**config.mk**
```make
export PLATFORM = sky130hd
export DESIGN_NAME = clk_div_bank
export DESIGN_NICKNAME = d
export VERILOG_FILES = /design/src/rtl/clk_div_bank.sv
export SDC_FILE = /design/constraint.sdc
export NUM_CORES = 1
export LEC_CHECK = 0
export CELL_PAD_IN_SITES_DETAIL_PLACEMENT = 1
export CELL_PAD_IN_SITES_GLOBAL_PLACEMENT = 1
export CORE_ASPECT_RATIO = 1.1
export CORE_UTILIZATION = 48
export DETAILED_ROUTE_END_ITERATION = 8
export GPL_TIMING_DRIVEN = 0
export PLACE_DENSITY_LB_ADDON = 0.2
export SYNTH_ARGS = -nofsm -noshare
export SYNTH_HDL_FRONTEND = slang
export SYNTH_SLANG_ARGS = --single-unit
```
**constraint.sdc**
```tcl
create_clock -name master_clk -period 6.6 [get_ports master_clk]
set_input_delay 0.66 -clock master_clk [delete_from_list [all_inputs] [get_ports master_clk]]
set_output_delay 0.66 -clock master_clk [all_outputs]
set_load 0.005 [all_outputs]
```
**src/rtl/clk_div_bank.sv**
```systemverilog
// ---------------------------------------------------------------------------
// clk_div_bank
//
// Bank of N_CH independent programmable clock dividers sharing one master
// clock. Each channel counts enabled cycles up to its divisor register and
// then produces a terminal event. A terminal event does three things:
//   - the counter reloads 0
//   - tick pulses high for one cycle
//   - clk_out toggles (square mode) or mirrors tick (pulse mode)
//
// Parameters
//   N_CH     : number of divider channels (1..8)
//   CNT_W    : width of each counter and divisor register
//   DIV_INIT : packed reset divisors; channel i occupies slice i
//
// Ports
//   master_clk : system clock; every flop uses its rising edge
//   rst        : synchronous, active-high reset; also reloads DIV_INIT
//   en[i]      : count enable for channel i
//   mode[i]    : 0 = square (toggle on terminal), 1 = pulse (follows tick)
//   sync       : one-cycle restart of every channel in phase
//   div_wr     : divisor write strobe
//   div_sel    : channel addressed by div_wr; out-of-range values are dropped
//   div_val    : divisor value written by div_wr
//   clk_out[i] : registered divided clock
//   tick[i]    : registered one-cycle terminal strobe
// ---------------------------------------------------------------------------
module clk_div_bank #(
  parameter int N_CH  = 4,
  parameter int CNT_W = 27,
  parameter logic [N_CH*CNT_W-1:0] DIV_INIT =
    {27'd12500000, 27'd125000, 27'd25000000, 27'd50000000}
) (
  input  logic             master_clk,
  input  logic             rst,
  input  logic [N_CH-1:0]  en,
  input  logic [N_CH-1:0]  mode,
  input  logic             sync,
  input  logic             div_wr,
  input  logic [2:0]       div_sel,
  input  logic [CNT_W-1:0] div_val,
  output logic [N_CH-1:0]  clk_out,
  output logic [N_CH-1:0]  tick
);

  genvar gi;
  generate
    for (gi = 0; gi < N_CH; gi++) begin : g_ch
      logic [CNT_W-1:0] cnt_reg, cnt_next;
      logic [CNT_W-1:0] div_reg, div_next;
      logic             clk_out_reg, clk_out_next;
      logic             tick_reg, tick_next;
      logic             terminal;
      logic             wr_hit;

      // div_sel is 3 bits and channels never exceed 8, so an exact match on
      // the channel index is all that is needed; indices >= N_CH have no
      // channel to match and are dropped naturally.
      assign wr_hit = div_wr && (div_sel == 3'(gi));

      // ">=" rather than "==": when the divisor is lowered below the running
      // count the channel terminates on the next enabled cycle instead of
      // wrapping through the whole counter range. The comparison uses the
      // current divisor, so a write landing on a terminal cycle only takes
      // effect for the following period.
      assign terminal = en[gi] && (cnt_reg >= div_reg);

      always_comb begin
        cnt_next     = cnt_reg;
        div_next     = div_reg;
        clk_out_next = clk_out_reg;
        tick_next    = 1'b0;

        if (wr_hit) begin
          div_next = div_val;
        end

        if (sync) begin
          // Phase restart; the divisor write above still goes through.
          cnt_next     = '0;
          clk_out_next = 1'b0;
          tick_next    = 1'b0;
        end else begin
          if (terminal) begin
            cnt_next = '0;
          end else if (en[gi]) begin
            cnt_next = cnt_reg + CNT_W'(1);
          end
          tick_next = terminal;
          // Pulse mode mirrors tick; square mode toggles from whatever value
          // clk_out currently holds, so a mode change needs no re-sync.
          if (mode[gi]) begin
            clk_out_next = terminal;
          end else if (terminal) begin
            clk_out_next = ~clk_out_reg;
          end
        end
      end

      always_ff @(posedge master_clk) begin
        if (rst) begin
          cnt_reg     <= '0;
          div_reg     <= DIV_INIT[gi*CNT_W +: CNT_W];
          clk_out_reg <= 1'b0;
          tick_reg    <= 1'b0;
        end else begin
          cnt_reg     <= cnt_next;
          div_reg     <= div_next;
          clk_out_reg <= clk_out_next;
          tick_reg    <= tick_next;
        end
      end

      assign clk_out[gi] = clk_out_reg;
      assign tick[gi]    = tick_reg;
    end
  endgenerate

endmodule

```
# After elaboration in Yosys (flattened, before gate mapping)
# Index checks and enable logic that the tools add are counted.
op_classes:
  n_addsub: 4
  n_lt_le_gt_ge: 4
  n_eq_ne: 3
  n_mux: 8
  bitwise_logic: 4
  reduce_logical: 18
op_table:
  columns: ["operator", "count"]
  rows:
  - ["27-bit by 1-bit adder with 27-bit output, second input constant", 4]
  - ["27-bit >= comparator", 4]
  - ["3-bit OR reduction", 4]
  - ["1-bit logical AND", 8]
  - ["1-bit two-way mux", 8]
  - ["2-bit nonzero test", 4]
  - ["3-bit by 2-bit equality test with 1-bit output, second input constant", 2]
  - ["1-bit inverter", 4]
  - ["3-bit by 1-bit equality test with 1-bit output, second input constant", 1]
  - ["3-bit zero test", 1]
  - ["2-bit OR reduction", 1]
word_totals:
  register_bits: 224
  input_bits: 42
  output_inout_bits: 8
  elab_cells: 57

# Longest topological paths before layout
depth:
  ltp_word: 4
  depth_mapped: 10
  ltp_nobuf: 9

# Worst setup path after synthesis
# No wires, ideal clock.
synth_timing:
  path_kind: "register to register"
  start: "register g_ch[2].div_reg[20]"
  end: "register g_ch[2].cnt_reg[16]"
  setup_time_ns: 0.062
  arrival_time_ns: 2.099
  required_time_ns: 6.538
  slack_ns: 4.439
  stages_incl_launch_ff: 11
  path_buffers: 1
  period_less_slack_ns: 2.161
  path_cell_list: "dfxtp_1 inv_1 ha_1 a21o_1 a211oi_2 nor2_1 or3_4 a221oi_4 o21ai_4 buf_6 nor2_2"
synth_between:
  elab_chain_len: 3
synth_lines:
  columns: ["element", "line", "text"]
  rows:
  - ["from (decl)", "50", "logic [CNT_W-1:0] div_reg, div_next;"]
  - ["from (signal assigned)", "103", "div_reg <= DIV_INIT[gi*CNT_W +: CNT_W];"]
  - ["from (signal assigned)", "108", "div_reg <= div_next;"]
  - ["27-bit >= comparator", "66", "assign terminal = en[gi] && (cnt_reg >= div_reg);"]
  - ["1-bit logical AND", "66", null]
  - ["3-bit OR reduction (no source line)", null, null]
  - ["to (signal assigned)", "107", "cnt_reg <= cnt_next;"]
  - ["to (decl)", "49", "logic [CNT_W-1:0] cnt_reg, cnt_next;"]
# Every way passes these cells.
# A chain may end at the register's enable or synchronous reset.

# Worst setup path after layout
layout_timing:
  start: "register g_ch[1].div_reg[25]"
  end: "register g_ch[1].cnt_reg[18]"
layout_between:
  elab_chain_len: 3
layout_lines:
  columns: ["element", "line"]
  rows:
  - ["from (decl)", "50"]
  - ["from (signal assigned)", "103"]
  - ["from (signal assigned)", "108"]
  - ["27-bit >= comparator", "66"]
  - ["1-bit logical AND", "66"]
  - ["3-bit OR reduction (no source line)", null]
  - ["to (signal assigned)", "107"]
  - ["to (decl)", "49"]
# Every way passes these cells.

==> reports/metrics.json <==
{
  "sequential_element_share_of_the_synthesized_area": {"value": 38.9, "unit": "%"},
  "synth-compound-area-share": {"value": 9.90, "unit": "%"},
  "clk_root_buffer_cell": {"value": "sky130_fd_sc_hd__clkbuf_16"},
  "yosys.area_share.adder": {"value": 12.2, "unit": "%"},
  "critical_path.endpoint_type": {"value": "register"},
  "worst-path-buf-inv": {"value": 2},
  "cpMostUsedCell": {"value": "sky130_fd_sc_hd__a21o_1"},
  "combinational_family_with_the_most_area_after_synthesis": {"value": "simple AND/OR/NAND/NOR gates"},
  "synthesis_stage_register_bit_count": {"value": 224},
  "synthXorXnorAreaFrac": {"value": 7.76, "unit": "%"},
  "synthToLayoutAreaGrowth": {"value": 14.0, "unit": "%"},
  "grt_start_max_net_pins": {"value": 14},
  "synth_fp_nets": {"value": 1568},
  "die_area": {"value": 24600, "unit": "µm²"},
  "clk_pin_slew": {"value": 0.06, "unit": "ns"},
  "placement.cell_area": {"value": 12300, "unit": "µm²"},
  "post_synth_inst_count": {"value": 1414},
  "top_layer_used": {"value": "met4"},
  "max_clock_freq": {"value": 377, "unit": "MHz"},
  "main_flop_type_after_synthesis": {"value": "sky130_fd_sc_hd__dfxtp_1"},
  "synth_edf_count": {"value": 0},
  "crit_family": {"value": "compound AO/OA/AOI/OAI gates"},
  "vdd_drop_max": {"value": 0.168, "unit": "mV"},
  "ys.warnings.count": {"value": 0},
  "most-common-layout-cells": {"value": "263 x sky130_fd_sc_hd__nand2_1, 224 x sky130_fd_sc_hd__dfxtp_1, 139 x sky130_fd_sc_hd__nor2_1"},
  "tritoncts": {"value": "yes"},
  "ctsHtreeMaxLevel": {"value": 1},
  "avg_inst_size_synth": {"value": 8.15, "unit": "µm²"},
  "tritoncts.num_buffers": {"value": 25},
  "ant_nets": {"value": 0},
  "postCtsSetupBuffers": {"value": 0},
  "crit_path_start_kind": {"value": "register"},
  "layout-drive-gt1-share": {"value": 6.14, "unit": "%"},
  "overall_routing_resource_usage": {"value": 26.5, "unit": "%"},
  "setup_viol_count_final": {"value": 0},
  "initial_utilization": {"value": 48.8, "unit": "%"},
  "cts_buffer_depth": {"value": 3},
  "grt_pass1_vias": {"value": 10172},
  "slew_violations": {"value": 0},
  "path_max_fanout": {"value": 10},
  "layout.nets": {"value": 1639},
  "power_density": {"value": 223, "unit": "nW/µm²"},
  "layout_cell_area_excl_fill": {"value": 13100, "unit": "µm²"},
  "placement.io_buffers": {"value": 44},
  "wl_per_cell": {"value": 17.7, "unit": "µm"},
  "cp_data_arrival_time": {"value": 3.11, "unit": "ns"},
  "slowest_stage": {"value": "sky130_fd_sc_hd__a31oi_2"},
  "min_path_type": {"value": "reg2reg"},
  "gp_routability_congestion": {"value": 0.819},
  "top_level_ports": {"value": 50},
  "first_pass_grt_wire_length": {"value": 51.5, "unit": "mm"},
  "post_synth_and_or_nand_nor_area_fraction": {"value": 24.8, "unit": "%"},
  "dr.first_iter.drc_count": {"value": 374},
  "finalHoldWorstSlack": {"value": 0.460, "unit": "ns"},
  "core_footprint": {"value": 23600, "unit": "µm²"},
  "period_share": {"value": 40.2, "unit": "%"},
  "timing.setup.tns": {"value": 0, "unit": "ns"},
  "fp-row-count": {"value": 59},
  "run_status": {"value": "finished clean"},
  "die_height": {"value": 164, "unit": "µm"},
  "drt_drc_violations_left": {"value": 0},
  "netlist_area": {"value": 11500, "unit": "µm²"},
  "chip_width": {"value": 150, "unit": "µm"},
  "post_cts_sizing_count": {"value": 0},
  "grt_antenna_before_repair": {"value": 0},
  "fin_crit": {"value": 2.66, "unit": "ns"},
  "fillers": {"value": 2925},
  "hpwlAfterDp": {"value": 23.8, "unit": "mm"},
  "report.power.total": {"value": 2.93, "unit": "mW"},
  "first_pass_iters": {"value": 5},
  "timing.max_slew.rel_slack": {"value": 47.8, "unit": "%"},
  "antenna_cells_inserted": {"value": 0},
  "rsz0062_at_grt": {"value": "no"},
  "worstMarginPinSlew": {"value": 0.783, "unit": "ns"},
  "numClockSinks": {"value": 224},
  "totalWireLength": {"value": 31.9, "unit": "mm"},
  "hold_violations": {"value": 0},
  "leakagePower": {"value": 5.51, "unit": "nW"},
  "final_core_util": {"value": 55.6, "unit": "%"},
  "critical_path.max_stage_delay": {"value": 0.35, "unit": "ns"},
  "cp_cell_sequence": {"value": "inv_1 > ha_1 > a21o_1 > a21o_1 > a211oi_1 > o2111ai_1 > a31oi_2 > o21ai_2 > clkbuf_1 > nor2_1"},
  "critical_path_class": {"value": "reg2reg"},
  "vias_per_cell": {"value": 5.43},
  "clock-skew-final": {"value": 0.00809, "unit": "ns"},
  "routed-wl-met2": {"value": 16.2, "unit": "mm"},
  "postCtsHoldBufs": {"value": 0},
  "met3WireLength": {"value": 993, "unit": "µm"},
  "synth_async_sr_flop_share": {"value": 0, "unit": "%"},
  "vias": {"value": 9796},
  "timing.critical_path.required": {"value": 7.06, "unit": "ns"},
  "overflow": {"value": 0},
  "worst_skew_pair.late_latency": {"value": 0.52, "unit": "ns"},
  "timing.max_cap.violations": {"value": 0},
  "synthDistinctLibCells": {"value": 56},
  "wl_met1": {"value": 13.7, "unit": "mm"},
  "final_common_cell": {"value": "sky130_fd_sc_hd__nand2_1"},
  "synth.area.mux_share": {"value": 0.261, "unit": "%"}
}
Yosys cell counts (23+ instances only):
cell type | number | share of area (%)
sky130_fd_sc_hd__a21oi_1 | 102 | 4.4
sky130_fd_sc_hd__nand3_1 | 40 | 1.7
sky130_fd_sc_hd__dfxtp_1 | 224 | 39
sky130_fd_sc_hd__nor2_1 | 139 | 4.5
sky130_fd_sc_hd__inv_1 | 116 | 3.8
sky130_fd_sc_hd__xnor2_1 | 41 | 3.1
sky130_fd_sc_hd__clkbuf_1 | 38 | 1.2
sky130_fd_sc_hd__nand2_1 | 263 | 8.6
sky130_fd_sc_hd__nand4_1 | 40 | 2.2
sky130_fd_sc_hd__xor2_1 | 61 | 4.6
sky130_fd_sc_hd__ha_1 | 112 | 12
sky130_fd_sc_hd__nand3b_1 | 32 | 2.1
sky130_fd_sc_hd__and3_1 | 23 | 1.2
worst paths after layout:
check                           start                  end  slack, ns  depth (start not counted)
setup / recovery  g_ch[1].div_reg[25]  g_ch[1].cnt_reg[18]       3.94                         10
hold / removal    g_ch[2].div_reg[24]  g_ch[2].div_reg[24]       0.46                          2
setup reg to reg  g_ch[1].div_reg[25]  g_ch[1].cnt_reg[18]       3.94                         10
hold reg to reg   g_ch[2].div_reg[24]  g_ch[2].div_reg[24]       0.46                          2
power by group:
group	internal (mW)	switching (mW)
Clock	0.810	0.567
Combinational	0.0596	0.108
Sequential	1.37	0.0118
Total	2.24	0.686
through the flow:
step / instances / setup WS (ns)
final: 1804 / 3.94
after global placement: 1763 / 3.88
after global routing: 1804 / 3.72
after CTS: 1804 / 3.97
after floorplan: 1414 / 4.44
after detailed placement: 1763 / 3.85
cell type report:
class | count | area [µm²] | area share [%]
Multi-Input combinational cell | 1016 | 6320 | 48.2
Sequential cell | 224 | 4480 | 34.2
Clock buffer | 32 | 692 | 5.27
Timing Repair Buffer | 44 | 440 | 3.36
Inverter | 117 | 439 | 3.35
Tap cell | 305 | 382 | 2.91
Buffer | 57 | 269 | 2.05
Clock inverter | 9 | 95.1 | 0.724
kinds of logic (layout without fill, tap and decap cells):
logic type | Yosys count | count (layout)
buffers and inverters | 174 | 259
AOI/OAI and AO/OA | 185 | 185
xor gates and xnor gates | 102 | 102
and+or+nand+nor | 614 | 614
DFF | 224 | 224
muxes | 3 | 3
adders and majority gates | 112 | 112
per-layer routing:
metal	track usage, %	up-vias
li1	-	4818
met1	31.9	4776
met2	49.1	145
met3	2.54	57
met4	8.59	0
met5	0	-
worst reg2reg max path, cell delays in order, from the launching register on:
cell and delay (ns):
sky130_fd_sc_hd__dfxtp_1 0.33, sky130_fd_sc_hd__inv_1 0.06, sky130_fd_sc_hd__ha_1 0.28, sky130_fd_sc_hd__a21o_1 0.19
sky130_fd_sc_hd__a21o_1 0.20, sky130_fd_sc_hd__a211oi_1 0.28, sky130_fd_sc_hd__o2111ai_1 0.22, sky130_fd_sc_hd__a31oi_2 0.35
sky130_fd_sc_hd__o21ai_2 0.22, sky130_fd_sc_hd__clkbuf_1 0.29, sky130_fd_sc_hd__nor2_1 0.17
No activity file was read; power rests on OpenSTA's default activity.
